==> src/rtl/multiplier_pkg.sv <==
// Shared types and width helpers for the sequential shift-and-add multiplier.
package multiplier_pkg;

   typedef enum logic {
      StIdle = 1'b0,
      StBusy = 1'b1
   } state_e;

   localparam int unsigned DefaultDataWidth = 16;

   function automatic int unsigned prod_width(input int unsigned data_width);
      return 2 * data_width;
   endfunction

   // Enough bits to hold the iteration count DATA_WIDTH itself.
   function automatic int unsigned cnt_width(input int unsigned data_width);
      return $clog2(data_width + 1);
   endfunction

endpackage

==> src/rtl/multiplier_if.sv <==
// Start/Ready operand and result bundle for the multiplier.
interface multiplier_if #(
   parameter int unsigned DATA_WIDTH = 16
);

   logic [DATA_WIDTH-1:0]   InputA;
   logic [DATA_WIDTH-1:0]   InputB;
   logic                    Start;
   logic [2*DATA_WIDTH-1:0] Product;
   logic                    Ready;

   modport master (
      output InputA,
      output InputB,
      output Start,
      input  Product,
      input  Ready
   );

   modport slave (
      input  InputA,
      input  InputB,
      input  Start,
      output Product,
      output Ready
   );

endinterface

==> src/rtl/multiplier_step.sv <==
// One shift-and-add iteration: conditional accumulate, then shift both operands.
module multiplier_step #(
   parameter int unsigned DATA_WIDTH = 16,
   parameter int unsigned PROD_WIDTH = 32
) (
   input  logic [PROD_WIDTH-1:0] i_acc,
   input  logic [PROD_WIDTH-1:0] i_mcand,
   input  logic [DATA_WIDTH-1:0] i_mplier,
   output logic [PROD_WIDTH-1:0] o_acc,
   output logic [PROD_WIDTH-1:0] o_mcand,
   output logic [DATA_WIDTH-1:0] o_mplier
);

   assign o_acc    = i_mplier[0] ? (i_acc + i_mcand) : i_acc;
   assign o_mcand  = i_mcand << 1;
   assign o_mplier = i_mplier >> 1;

endmodule

==> src/rtl/multiplier.sv <==
// Sequential unsigned multiplier: one partial product per cycle, DATA_WIDTH cycles per result.
module multiplier
   import multiplier_pkg::*;
#(
   parameter int unsigned DATA_WIDTH = DefaultDataWidth
) (
   input logic          Clk,
   input logic          Reset,
   multiplier_if.slave  mul_bus
);

   localparam int unsigned PROD_WIDTH = prod_width(DATA_WIDTH);
   localparam int unsigned CNT_WIDTH  = cnt_width(DATA_WIDTH);

   state_e                r_state;
   logic                  r_start_q;
   logic                  r_ready;
   logic [PROD_WIDTH-1:0] r_product;
   logic [PROD_WIDTH-1:0] r_acc;
   logic [PROD_WIDTH-1:0] r_mcand;
   logic [DATA_WIDTH-1:0] r_mplier;
   logic [CNT_WIDTH-1:0]  r_cnt;

   logic [PROD_WIDTH-1:0] w_acc;
   logic [PROD_WIDTH-1:0] w_mcand;
   logic [DATA_WIDTH-1:0] w_mplier;
   logic                  w_launch;

   multiplier_step #(
      .DATA_WIDTH (DATA_WIDTH),
      .PROD_WIDTH (PROD_WIDTH)
   ) u_step (
      .i_acc    (r_acc),
      .i_mcand  (r_mcand),
      .i_mplier (r_mplier),
      .o_acc    (w_acc),
      .o_mcand  (w_mcand),
      .o_mplier (w_mplier)
   );

   // Edge-triggered launch: a Start held high across completion must not relaunch.
   assign w_launch = mul_bus.Start && !r_start_q;

   always_ff @(posedge Clk) begin
      if (Reset) begin
         r_state   <= StIdle;
         r_start_q <= 1'b0;
         r_ready   <= 1'b1;
         r_product <= '0;
         r_acc     <= '0;
         r_mcand   <= '0;
         r_mplier  <= '0;
         r_cnt     <= '0;
      end else begin
         r_start_q <= mul_bus.Start;
         unique case (r_state)
            StIdle: begin
               if (w_launch) begin
                  r_mcand  <= {{DATA_WIDTH{1'b0}}, mul_bus.InputA};
                  r_mplier <= mul_bus.InputB;
                  r_acc    <= '0;
                  r_cnt    <= CNT_WIDTH'(DATA_WIDTH);
                  r_ready  <= 1'b0;
                  r_state  <= StBusy;
               end
            end
            StBusy: begin
               r_acc    <= w_acc;
               r_mcand  <= w_mcand;
               r_mplier <= w_mplier;
               r_cnt    <= r_cnt - CNT_WIDTH'(1);
               if (r_cnt == CNT_WIDTH'(1)) begin
                  r_product <= w_acc;
                  r_ready   <= 1'b1;
                  r_state   <= StIdle;
               end
            end
            default: r_state <= StIdle;
         endcase
      end
   end

   assign mul_bus.Product = r_product;
   assign mul_bus.Ready   = r_ready;

endmodule

==> src/flat_wrapper.sv <==
// flat-port wrapper written by rule: the top's interface ports become plain ports
module multiplier_flat import multiplier_pkg::*;
#(
   parameter int unsigned DATA_WIDTH = DefaultDataWidth
)
  (Clk, Reset, mul_bus_InputA, mul_bus_InputB, mul_bus_Start, mul_bus_Product, mul_bus_Ready);
  multiplier_if #(.DATA_WIDTH(DATA_WIDTH)) mul_bus_i ();
  input logic Clk;
  input logic Reset;
  input wire logic [$bits(mul_bus_i.InputA)-1:0] mul_bus_InputA;
  input wire logic [$bits(mul_bus_i.InputB)-1:0] mul_bus_InputB;
  input wire logic [$bits(mul_bus_i.Start)-1:0] mul_bus_Start;
  output wire logic [$bits(mul_bus_i.Product)-1:0] mul_bus_Product;
  output wire logic [$bits(mul_bus_i.Ready)-1:0] mul_bus_Ready;
  assign mul_bus_i.InputA = mul_bus_InputA;
  assign mul_bus_i.InputB = mul_bus_InputB;
  assign mul_bus_i.Start = mul_bus_Start;
  assign mul_bus_Product = mul_bus_i.Product;
  assign mul_bus_Ready = mul_bus_i.Ready;
  multiplier #(.DATA_WIDTH(DATA_WIDTH)) u_core (.Clk(Clk), .Reset(Reset), .mul_bus(mul_bus_i));
endmodule
==> config.mk <==
export PLATFORM = sky130hd
export DESIGN_NAME = multiplier_flat
export DESIGN_NICKNAME = d
export VERILOG_FILES = /design/src/rtl/multiplier_pkg.sv /design/src/rtl/multiplier_if.sv /design/src/rtl/multiplier_step.sv /design/src/rtl/multiplier.sv /design/src/flat_wrapper.sv
export SDC_FILE = /design/constraint.sdc
export NUM_CORES = 1
export LEC_CHECK = 0
export BUFFER_PORTS_ARGS = -buffer_cell sky130_fd_sc_hd__buf_2
export CAP_MARGIN = 20
export CORE_ASPECT_RATIO = 0.75
export CORE_MARGIN = 3
export CORE_UTILIZATION = 55
export CTS_BUF_LIST = sky130_fd_sc_hd__clkbuf_8
export CTS_CLUSTER_DIAMETER = 40
export DETAILED_ROUTE_END_ITERATION = 10
export HOLD_SLACK_MARGIN = 0.08
export PLACE_DENSITY = 0.75
export SLEW_MARGIN = 40
export SYNTH_ARGS = -nofsm -noshare
export SYNTH_HDL_FRONTEND = slang
export SYNTH_HIERARCHICAL = 1
export SYNTH_SLANG_ARGS = --single-unit
==> constraint.sdc <==
create_clock -name Clk -period 3 [get_ports Clk]
set_input_delay 0.3 -clock Clk [delete_from_list [all_inputs] [get_ports Clk]]
set_output_delay 0.3 -clock Clk [all_outputs]
set_load 0.1 [all_outputs]
---- Yosys cells after proc, flatten, opt, wreduce, memory -nomap -nowiden ----
Index checks and enable logic that the tools add are counted.
word-level totals
  register bits after elaboration ......... 120
  bits of input ports ..................... 35
  logic and storage cells ................. 33
  output and inout port bits .............. 33
operators by class
  add/sub/neg operators ................... 2
  reduce and logical (&&, ||, !) cells .... 4
  eq/ne operators ......................... 3
  bitwise gates (word level) .............. 1
  muxes and demuxes ....................... 15
operator list
  kind                 number
  $pmux 32 s2          2
  $mux 32              3
  $add 32x32->32       1
  $pmux 16 s2          1
  $mux 16              1
  $pmux 5 s2           1
  $eq 5x1->1 const B   1
  $mux 5               1
  $sub 5x1->5 const B  1
  $mux 1               4
  $pmux 1 s2           2
  $reduce_and 2->1     2
  $ne 2x1->1 const B   1
  $ne 2x2->1 const B   1
  $logic_and 1x1->1    1
  $logic_not 1->1      1
  $not 1->1            1

---- Depth between registers and ports, before layout ----
Gate-level depths: netlist of run 1.
  word-level depth ........................ 4
  mapped depth ............................ 11

---- Modules after synthesis ----
The synthesis of run 1 kept the hierarchy.
by module, submodules not included
  module           instances  cells each  area an instance (µm²)  sequential area each (µm²)
  multiplier       1          538         5,008.6                 2,402.3
  multiplier_step  1          370         2,596.2                 0.0

---- Least setup slack after synthesis of run 1 ----
No wires, ideal clock.
  kind .................................... reg2reg
  start point ............................. register u_core.r_acc[0]
  end point ............................... register u_core.r_acc[28]
  clock period less this slack ............ 2,592 ps
  data arrival time ....................... 2,460 ps
  setup time .............................. 132 ps
  path buffers ............................ 0
  slack ................................... 408 ps
  stages on the path, launching flop included .. 12
  cell sequence ........................... dfxtp_1 ha_1 fa_1 a21oi_1 nand4b_1 a21oi_1 o211ai_1 nand3_1 and3_1 or4b_1 nand2_1 a21oi_1
on the way
  word-level cells in the longest chain between the ends .. 3
RTL lines
  item                        line                   source
  from (decl)                 multiplier.sv:19       logic [PROD_WIDTH-1:0] r_acc;
  from (signal assigned)      multiplier.sv:68       r_acc <= w_acc;
  $add 32x32->32              multiplier_step.sv:14  assign o_acc = i_mplier[0] ? (i_acc + i_mcand) : i_acc;
  $mux 32                     multiplier_step.sv:14
  named net u_core.w_acc[28]  multiplier.sv:24       logic [PROD_WIDTH-1:0] w_acc;
  $pmux 32 s2                 multiplier.sv:56       unique case (r_state)
The timed path passes the listed nets, and every way through them passes these cells.
A chain may end at the register's enable or synchronous reset.

---- Worst setup path in the final report of run 1 ----
  start point ............................. register u_core.r_mcand[17]
  end point ............................... register u_core.r_acc[31]
on the way
  word-level cells in the longest chain between the ends .. 3
RTL lines
  item                        line                   source
  from (decl)                 multiplier.sv:20       logic [PROD_WIDTH-1:0] r_mcand;
  from (signal assigned)      multiplier.sv:59       r_mcand <= {{DATA_WIDTH{1'b0}}, mul_bus.InputA};
  from (signal assigned)      multiplier.sv:69       r_mcand <= w_mcand;
  $add 32x32->32              multiplier_step.sv:14
  $mux 32                     multiplier_step.sv:14
  named net u_core.w_acc[31]  multiplier.sv:24
  $pmux 32 s2                 multiplier.sv:56
The timed path passes the listed nets, and every way through them passes these cells.

==> impl_results.md, run 1 <==
* Congestion Overflow GR at 0
* Core footprint at 13200 um2
* Tmin final at 2.88 ns
* Setup crit start kind: flop
* Reg-to-Reg Start: u_core/r_mcand[17]$_SDFFE_PP0P_
* Final Hold Vio Count at 0
* All-layer global routing usage at 22.4%
* Number of max-cap violations at 0
* Largest net degree at the start of global routing at 84
* Synth unique cells at 65
* Cell taking the most area after synthesis: dfxtp_1
* NumNets Final at 962
* Pint at 2.65 mW
* Post-synth EDFFs at 0
* Die area at 15300 um2
* Clock Sinks at 120
* Hold Path Origin: mul_bus_Start
* Drt wl/cell at 15.9 um
* Hold Path Class: in2reg
* Row cnt at 36
* Initial Utilization at 57.4%
* Crit path launch: u_core/r_mcand[17]$_SDFFE_PP0P_
* Pre-CTS WS at 0.0168 ns
* Clock-pin slew on the worst setup and hold paths at 0.08 ns
* Synth Warn # at 6
* CTS Buf Count at 17
* Most common cell in the synthesized netlist: dfxtp_1
* Slew HR at 54.5%
* Sw frac at 28.7%
* Crit path max fanout at 8
* Setup TNS at 0 ns
* Post-synthesis cell count at 908
* Post-CTS Hold Buffers at 0
* Final Cycle Share at 95.9%
* Top FF cell, synth: dfxtp_1
* Setup Viol. Count Final at 0
* Ratio of cells with drive above 1 in the final layout at 17.1%
* Status: completed
* # DRC at 0
* Die X at 142 um
* Clock Skews at 0.0103 ns
* Switching power at 1.07 mW
* Highest clock rate at 0.347 GHz
* Drt pass-1 iters at 6
* Unrepaired setup endpoints after global routing: false
* Number of global-route vias before repair at 5534
* Combinational power share at 13.5%
* Placer Congestion at 0.962
* Post-synth top cells: dfxtp_1 (120), a21oi_1 (95), nand2_1 (79)
* Ranking of synthesized cells by area: dfxtp_1 (32%), mux2i_1 (8.4%), a21oi_1 (6.3%)
* Fraction of registers with async set/reset at 0%
* Worst Path Arrival at 3.17 ns
* # IOs at 68
* Die Ht at 108 um
* Worst Slack Setup Final at 0.122 ns
* Avg Synthesized Cell Area at 8.38 um2
* Initial DRC Count at 570
* Mapped Area at 7600 um2
* Worst slew pin tran at 0.683 ns
* CP required at 3.29 ns
* First-pass GRT wire length at 28000 um
* Endpoint class of the critical path: flop
* Register share of total power at 46.5%
* Maximum VDD drop at 0.353 mV
* CTS root buf: clkbuf_8
* Worst-Skew Late Latency at 0.44 ns
* Via count at 6266
* CTS tree: done
* Initial antenna violation count at 0
* Slew Viols, Final at 0
* WS Path Type: reg2reg
* Clock power frac at 40.1%
* Clock Path Buffers at 2
* Avg Vias per Cell at 5.82
* Post-route ant nets at 0
* DP HPWL at 11500 um
* Lkg Pwr at 3.10 nW
* H-tree depth at 4
* Buffers on Ports at 67
* Reg-to-reg slack, setup at 0.12 ns
* Layout area overhead at 5.45%
* Seq cells post-synth at 120
* Synth top area share at 31.6%
* Register area share after synthesis at 31.6%
* Routed wire length at 17100 um
* Antenna Cells at 0
* Cell Pwr Density at 464 nW/um2
-- worst paths after layout --
check,endpoint,depth (start not counted)
max,u_core/r_acc[31]$_SDFFE_PP0P_,10
min,u_core/r_start_q$_SDFF_PP0_,2
max reg2reg,u_core/r_acc[31]$_SDFFE_PP0P_,10
min reg2reg,u_core/mul_bus.Product[17]$_SDFFE_PP0P_,2
-- per-layer routing --
metal / routed length [um] / track usage, %
met4: 167 / 5.48
met1: 9040 / 35.1
met2: 6860 / 30.9
met3: 1070 / 4.57
met5: 0 / 0
-- logic make-up after synthesis --
logic type	share of synthesized area [%]
simple gates	22.0
compound gates	15.9
buf+inv	10.2
flops	31.6
mux	11.7
fa+ha+maj	5.69
xor+xnor	2.88
other cells	0.0493
-- cell type report --
type | count | area (um2)
fill | 1177 | 5220
timing repair buffer | 81 | 493
multi-input combinational | 662 | 4460
inverter | 11 | 41.3
clock buffer | 19 | 262
clock inverter | 13 | 144
tap | 171 | 214
sequential | 120 | 2410
-- placed cells by master, fill, tap and decap left out, types with 11 or more instances in the layout --
master    count
a211oi_1     34
a21oi_1      94
buf_2        66
buf_4        11
clkbuf_8     19
dfxtp_1     118
ha_1         33
mux2_2       22
mux2i_1      64
nand2_1      79
nand2b_1     69
nand3_1      59
nor2_1       21
nor3_1       38
o21ai_0      19
xnor2_1      15
-- registers in the layout, indices dropped and copies added (netlist names) --
register,flops
u_core/mul_bus.Product,32
u_core/mul_bus.Ready,1
u_core/r_acc,32
u_core/r_cnt,5
u_core/r_mcand,32
u_core/r_mplier,16
u_core/r_start_q,1
u_core/r_state,1
-- power groups by stage --
stage | registers, mW | logic (mW) | clock network [mW]
after CTS | 1.73 | 0.495 | 1.52
after floorplan | 1.74 | 0.458 | 0
after global placement | 1.76 | 0.487 | 0
after detailed placement | 1.76 | 0.492 | 0
after global routing | 1.74 | 0.549 | 1.59
final | 1.73 | 0.500 | 1.49
-- worst max-delay path: stages (launching register included) --
cell      delay (ns)
dfxtp_1         0.34
ha_1            0.43
and3_4          0.23
and4b_1         0.22
o311ai_2        0.13
nand4_1         0.13
or3b_1          0.40
o211a_1         0.14
or4_1           0.54
nand2_1         0.09
a21oi_1         0.06
-- metrics by stage --
step / total power, mW / cell area, um2 / hold WS, ns / instances / utilization, %
2_1_floorplan: 2.20 / 7610 / 0.428 / 909 / -
3_3_place_gp: 2.25 / 7580 / 0.457 / 1044 / 57.3
3_5_place_dp: 2.25 / 7580 / 0.460 / 1044 / 57.3
4_1_cts: 3.74 / 7990 / 0.0878 / 1076 / 60.4
5_1_grt: 3.88 / 8020 / 0.135 / 1077 / 60.6
6_report: 3.72 / 8020 / 0.112 / 1077 / 60.6
-- what timing repair did --
action / CTS / global route
gates resized for setup: 1 / 4
gates cloned: 0 / 0
endpoints found under the setup margin: 1 / 9
setup buffers: 0 / 1
pin swaps: 0 / 1
(Power assumes the default switching activity.)
==> run 2, diff against run 1 <==
- CORE_ASPECT_RATIO: 0.75 -> 2
==> run 2 against run 1 <==
Against the previous run: non-clock buffer count rose by 8; first-iteration DRC count fell by 54%; sequential power barely moved; hold slack barely moved; clock power rose by 13%; combinational power rose by 4.2%; global-route usage rose by 2.8 points; die area rose by 0.46%; sequential share of layout area fell by 0.26 points; utilization fell by 0.69 points; design area rose by 0.87%; register-to-register slack barely moved; critical path type unchanged; critical endpoint is now u_core/mul_bus.Product[31]$_SDFFE_PP0P_.
==> impl_results.md, run 2 (synthesized netlist as in run 1, its figures left out) <==
* Status: completed
* Crit path max fanout at 7
* Worst-path cell chain: ha_1 > and3_1 > and4b_1 > o311ai_2 > nand4_1 > or3b_1 > o211a_1 > or4_1 > nand2b_1 > mux2i_1
* Largest stage delay, worst path at 0.54 ns
* Die X at 89.1 um
* Switching power at 1.12 mW
* Post-route ant nets at 0
* Worst slew pin tran at 0.585 ns
* All-layer global routing usage at 25.2%
* Core footprint at 13500 um2
* Worst-Skew Late Latency at 0.44 ns
* Routed wire length at 18500 um
* # DRC at 0
* Die area at 15400 um2
* Endpoint class of the critical path: flop
* CP required at 3.31 ns
* Initial DRC Count at 260
* Final Hold Vio Count at 0
* Tmin final at 2.87 ns
* Congestion Overflow GR at 0
* WS Path Type: reg2reg
* CTS tree: done
* Drt wl/cell at 17.3 um
* Clock Skews at 0.0181 ns
* Cell Pwr Density at 484 nW/um2
* Layout area overhead at 6.37%
* Avg Vias per Cell at 5.99
* Design Area, Final at 8090 um2
* Clock power frac at 42.8%
* First-pass GRT wire length at 30400 um
* Final Cycle Share at 95.6%
* Via count at 6401
* Clock-pin slew on the worst setup and hold paths at 0.09 ns
* Die Ht at 172 um
* Commonest non-fill, non-tap cells in the layout: dfxtp_1 (118), a21oi_1 (94), nand2_1 (79)
* DP HPWL at 13100 um
* Initial antenna violation count at 0
* Fillers at 1227
* Largest net degree at the start of global routing at 63
* Number of max-cap violations at 0
* Setup Viol. Count Final at 0
* Placed cell areas at 7620 um2
* Initial Utilization at 56.3%
* Maximum VDD drop at 0.357 mV
* Post-CTS Hold Buffers at 0
* Combinational power share at 13.3%
* Register share of total power at 43.9%
* Pint at 2.79 mW
* Drt pass-1 iters at 6
* Lkg Pwr at 3.16 nW
* Row cnt at 60
* Hold Path Class: in2reg
* Worst path bufs/invs at 0
* Setup crit start kind: flop
* Setup bufs post-CTS at 0
* CTS root buf: clkbuf_8
* Number of global-route vias before repair at 6462
* Antenna Cells at 0
* Kind of cell adding the most delay to the critical path: simple AND/OR/NAND/NOR gates
* Most common cell after layout, fill and taps aside: dfxtp_1
* NumNets Final at 970
* Worst Path Arrival at 3.18 ns
* Non-Filler Instances at 1069
* H-tree depth at 4
* Placer Congestion at 0.945
* Clock Path Buffers at 2
* Power, Total at 3.92 mW
* Slowest stage cell, crit path: or4_1
* Buffers on Ports at 67
* Clock Sinks at 120
* Sw frac at 28.7%
* Reg-to-reg slack, setup at 0.13 ns
* Ratio of cells with drive above 1 in the final layout at 17.8%
* CTS Buf Count at 17
* Placed cell count at 1037
* Slew Viols, Final at 0
* # IOs at 68
* Slew HR at 61.0%
* Highest clock rate at 0.349 GHz
==> run 2: cell types whose count changed in the layout (fill, tap and decap cells not counted), sizes merged <==
| cell | delta |
|---|---|
| buf | +8 |
| inv | +3 |
| bufinv | +2 |
| clkbuf | -2 |
| clkinvlp | -2 |
| clkinv | -1 |
==> run 2: final cells by class <==
type / instances / area, um2 / area share, %
tap: 155 / 194 / 2.40
timing repair buffer: 89 / 541 / 6.68
inverter: 11 / 41.3 / 0.510
clock inverter: 15 / 213 / 2.63
sequential: 120 / 2410 / 29.8
multi-input combinational: 662 / 4460 / 55.1
clock buffer: 17 / 234 / 2.89
==> run 2: what timing repair did <==
item                                    in CTS  in global routing
resized for setup                            0                  5
endpoints found under the setup margin       0                 11
endpoints found under the hold margin        0                  0
==> run 2: final timing paths <==
kind                                      startpoint                                       to  cells after the start
min                                    mul_bus_Start              u_core/r_start_q$_SDFF_PP0_                      2
min reg2reg  u_core/mul_bus.Product[24]$_SDFFE_PP0P_  u_core/mul_bus.Product[24]$_SDFFE_PP0P_                      2
max                    u_core/r_acc[14]$_SDFFE_PP0P_  u_core/mul_bus.Product[31]$_SDFFE_PP0P_                     10
max reg2reg            u_core/r_acc[14]$_SDFFE_PP0P_  u_core/mul_bus.Product[31]$_SDFFE_PP0P_                     10
==> run 2: power groups by stage <==
stage	Sequential [mW]	Clock (mW)	Combinational (mW)
6_report	1.72	1.68	0.521
3_5_place_dp	1.76	0	0.519
5_1_grt	1.73	1.78	0.571
2_1_floorplan	1.74	0	0.458
3_3_place_gp	1.75	0	0.513
4_1_cts	1.72	1.71	0.521
==> run 2: metrics by stage <==
step / TNS, ns / setup slack, ns / util, % / hold slack (ns)
finish: 0 / 0.131 / 59.9 / 0.112
global route: -0.00873 / -0.00832 / 59.9 / 0.110
CTS: 0 / 0.0621 / 59.7 / 0.0921
detailed placement: 0 / 0.0857 / 56.4 / 0.458
global placement: 0 / 0.156 / 56.4 / 0.458
floorplan: 0 / 0.408 / - / 0.428
==> run 2: layer usage <==
metal / GRT usage (%) / wire [um] / up-vias
li1: - / - / 3171
met1: 24.7 / 6770 / 3016
met2: 46.3 / 10100 / 149
met3: 4.34 / 440 / 65
met4: 17.1 / 1160 / 0
met5: 0 / 0 / -
==> run 3, diff against run 2 <==
- CORE_ASPECT_RATIO: 2 -> not set
==> run 3 against run 2 <==
Against the previous run: utilization increased by 0.074 points; clock power down 6%; register-to-register slack improved by 0.07 ns.
==> impl_results.md, run 3 (synthesized netlist as in run 1, its figures left out) <==
* Placer Congestion at 0.930
* Antenna Cells at 0
* Die area at 15300 um2
* Via count at 6202
* Worst-Skew Late Latency at 0.45 ns
* Drt pass-1 iters at 6
* Endpoint class of the critical path: flop
* Final core occ at 59.9%
* Clock-pin slew on the worst setup and hold paths at 0.08 ns
* Tmin final at 2.80 ns
* Layout area overhead at 5.61%
* Reg-to-reg slack, setup at 0.20 ns
* DP HPWL at 11300 um
* Final Cycle Share at 93.2%
* Initial DRC Count at 333
* First-pass GRT wire length at 27900 um
* Post-route ant nets at 0
* Slew Viols, Final at 0
* CTS root buf: clkbuf_8
* CTS tree: done
* Hold Path Class: in2reg
* Core footprint at 13400 um2
* Avg Vias per Cell at 5.73
* Initial Utilization at 56.8%
* Power, Total at 3.80 mW
* Worst slew pin tran at 0.800 ns
* Die X at 124 um
* Most common cell after layout, fill and taps aside: dfxtp_1
* Post-CTS Hold Buffers at 0
* R2r endpoint: u_core/r_acc[28]$_SDFFE_PP0P_
* NumNets Final at 963
* Initial antenna violation count at 0
* Clock Path Buffers at 2
* Largest net degree at the start of global routing at 83
* CTS Buf Count at 17
* Pre-CTS WS at 0.0659 ns
* Clock Skews at 0.00924 ns
* Row cnt at 42
* All-layer global routing usage at 22.6%
* Hold EP: u_core/r_start_q$_SDFF_PP0_
* Fillers at 1243
* Lkg Pwr at 3.11 nW
* Worst Slack Setup Final at 0.203 ns
* Maximum VDD drop at 0.572 mV
* # DRC at 0
* Slew HR at 46.7%
* Hold Path Origin: mul_bus_Start
* R2R cell count at 11
* Clock Sinks at 120
* Drt wl/cell at 15.3 um
* # IOs at 68
* Highest clock rate at 0.358 GHz
* Ratio of cells with drive above 1 in the final layout at 17.1%
* CP required at 3.30 ns
* Routed wire length at 16500 um
* H-tree depth at 4
* WS Path Type: reg2reg
* Worst hold path depth at 2
* Number of max-cap violations at 0
* Min Hold Slack at 0.104 ns
* Status: completed
* Congestion Overflow GR at 0
* Buffers on Ports at 67
* Setup crit start kind: flop
* Reg-to-Reg Start: u_core/r_acc[0]$_SDFFE_PP0P_
* Setup Viol. Count Final at 0
* Crit path max fanout at 3
* Commonest non-fill, non-tap cells in the layout: dfxtp_1 (118), a21oi_1 (94), nand2_1 (79)
* Final Hold Vio Count at 0
* Number of global-route vias before repair at 5821
* Cell Pwr Density at 473 nW/um2
* Worst Path Arrival at 3.10 ns
* Die Ht at 124 um
-- run 3: cell count changes in the layout (fill, tap and decap cells not counted), moves of 2 or more --
cell	before	now
buf_4	20	14
clkbuf_8	17	19
clkinv_4	1	3
inv_6	6	3
-- run 3: how the worst max path moves through the flow --
stage                                              start                                 endpoint  slack (ns)  cells after the start
after floorplan             u_core/r_acc[0]$_SDFFE_PP0P_            u_core/r_acc[28]$_SDFFE_PP0P_        0.41                     11
after CTS                 u_core/r_mcand[0]$_SDFFE_PP0P_  u_core/mul_bus.Product[18]$_SDFFE_PP0P_        0.05                     11
final                       u_core/r_acc[0]$_SDFFE_PP0P_            u_core/r_acc[28]$_SDFFE_PP0P_        0.20                     11
after detailed placement  u_core/r_mcand[0]$_SDFFE_PP0P_  u_core/mul_bus.Product[18]$_SDFFE_PP0P_        0.07                     11
after global routing        u_core/r_acc[0]$_SDFFE_PP0P_            u_core/r_acc[28]$_SDFFE_PP0P_      -0.004                     11
after global placement    u_core/r_mcand[0]$_SDFFE_PP0P_            u_core/r_acc[18]$_SDFFE_PP0P_        0.14                     11
-- run 3: critical path, stage by stage, from the launching register on --
cell	delay [ns]
dfxtp_1	0.33
ha_1	0.24
fa_2	0.38
a21oi_2	0.16
nand4b_1	0.14
a21oi_1	0.15
o211ai_1	0.27
nand3_1	0.13
and3_1	0.16
or4b_1	0.53
nand2_1	0.09
a21oi_1	0.06
-- run 3: layer usage --
layer  vias up  global-route usage (%)  part of all wire (%)
li1       3170                       -                     -
met1      2862                    29.2                    47
met2       150                    37.3                    47
met3        20                    4.90                   5.0
met4         0                    7.40                   1.8
met5         -                       0                     0
-- run 3: final cells by class --
type	instances	area (um2)	share of cell area (%)
multi-input cells	662	4460	55.5
repair buffers	82	475	5.92
clock buffers	19	262	3.26
clock inverters	13	169	2.10
flip-flops and latches	120	2410	30.0
inverters	11	41.3	0.514
well taps	176	220	2.74
-- run 3: power by group --
group | switching [mW] | internal, mW | total, mW
combinational | 0.282 | 0.201 | 0.482
clock | 0.711 | 0.874 | 1.58
sequential | 0.0746 | 1.65 | 1.73
total | 1.07 | 2.73 | 3.80
-- run 3: repair_timing --
action	in CTS	in global routing
hold endpoints to repair	0	0
buffers inserted	0	2
gates resized for setup	0	5
setup endpoints to repair	0	9
-- run 3: through the flow --
step / setup TNS, ns / instances / cell area [um2]
global route: -0.00414 / 1083 / 8030
global placement: 0 / 1049 / 7560
detailed placement: 0 / 1049 / 7560
floorplan: 0 / 909 / 7610
CTS: 0 / 1081 / 7990
finish: 0 / 1083 / 8030
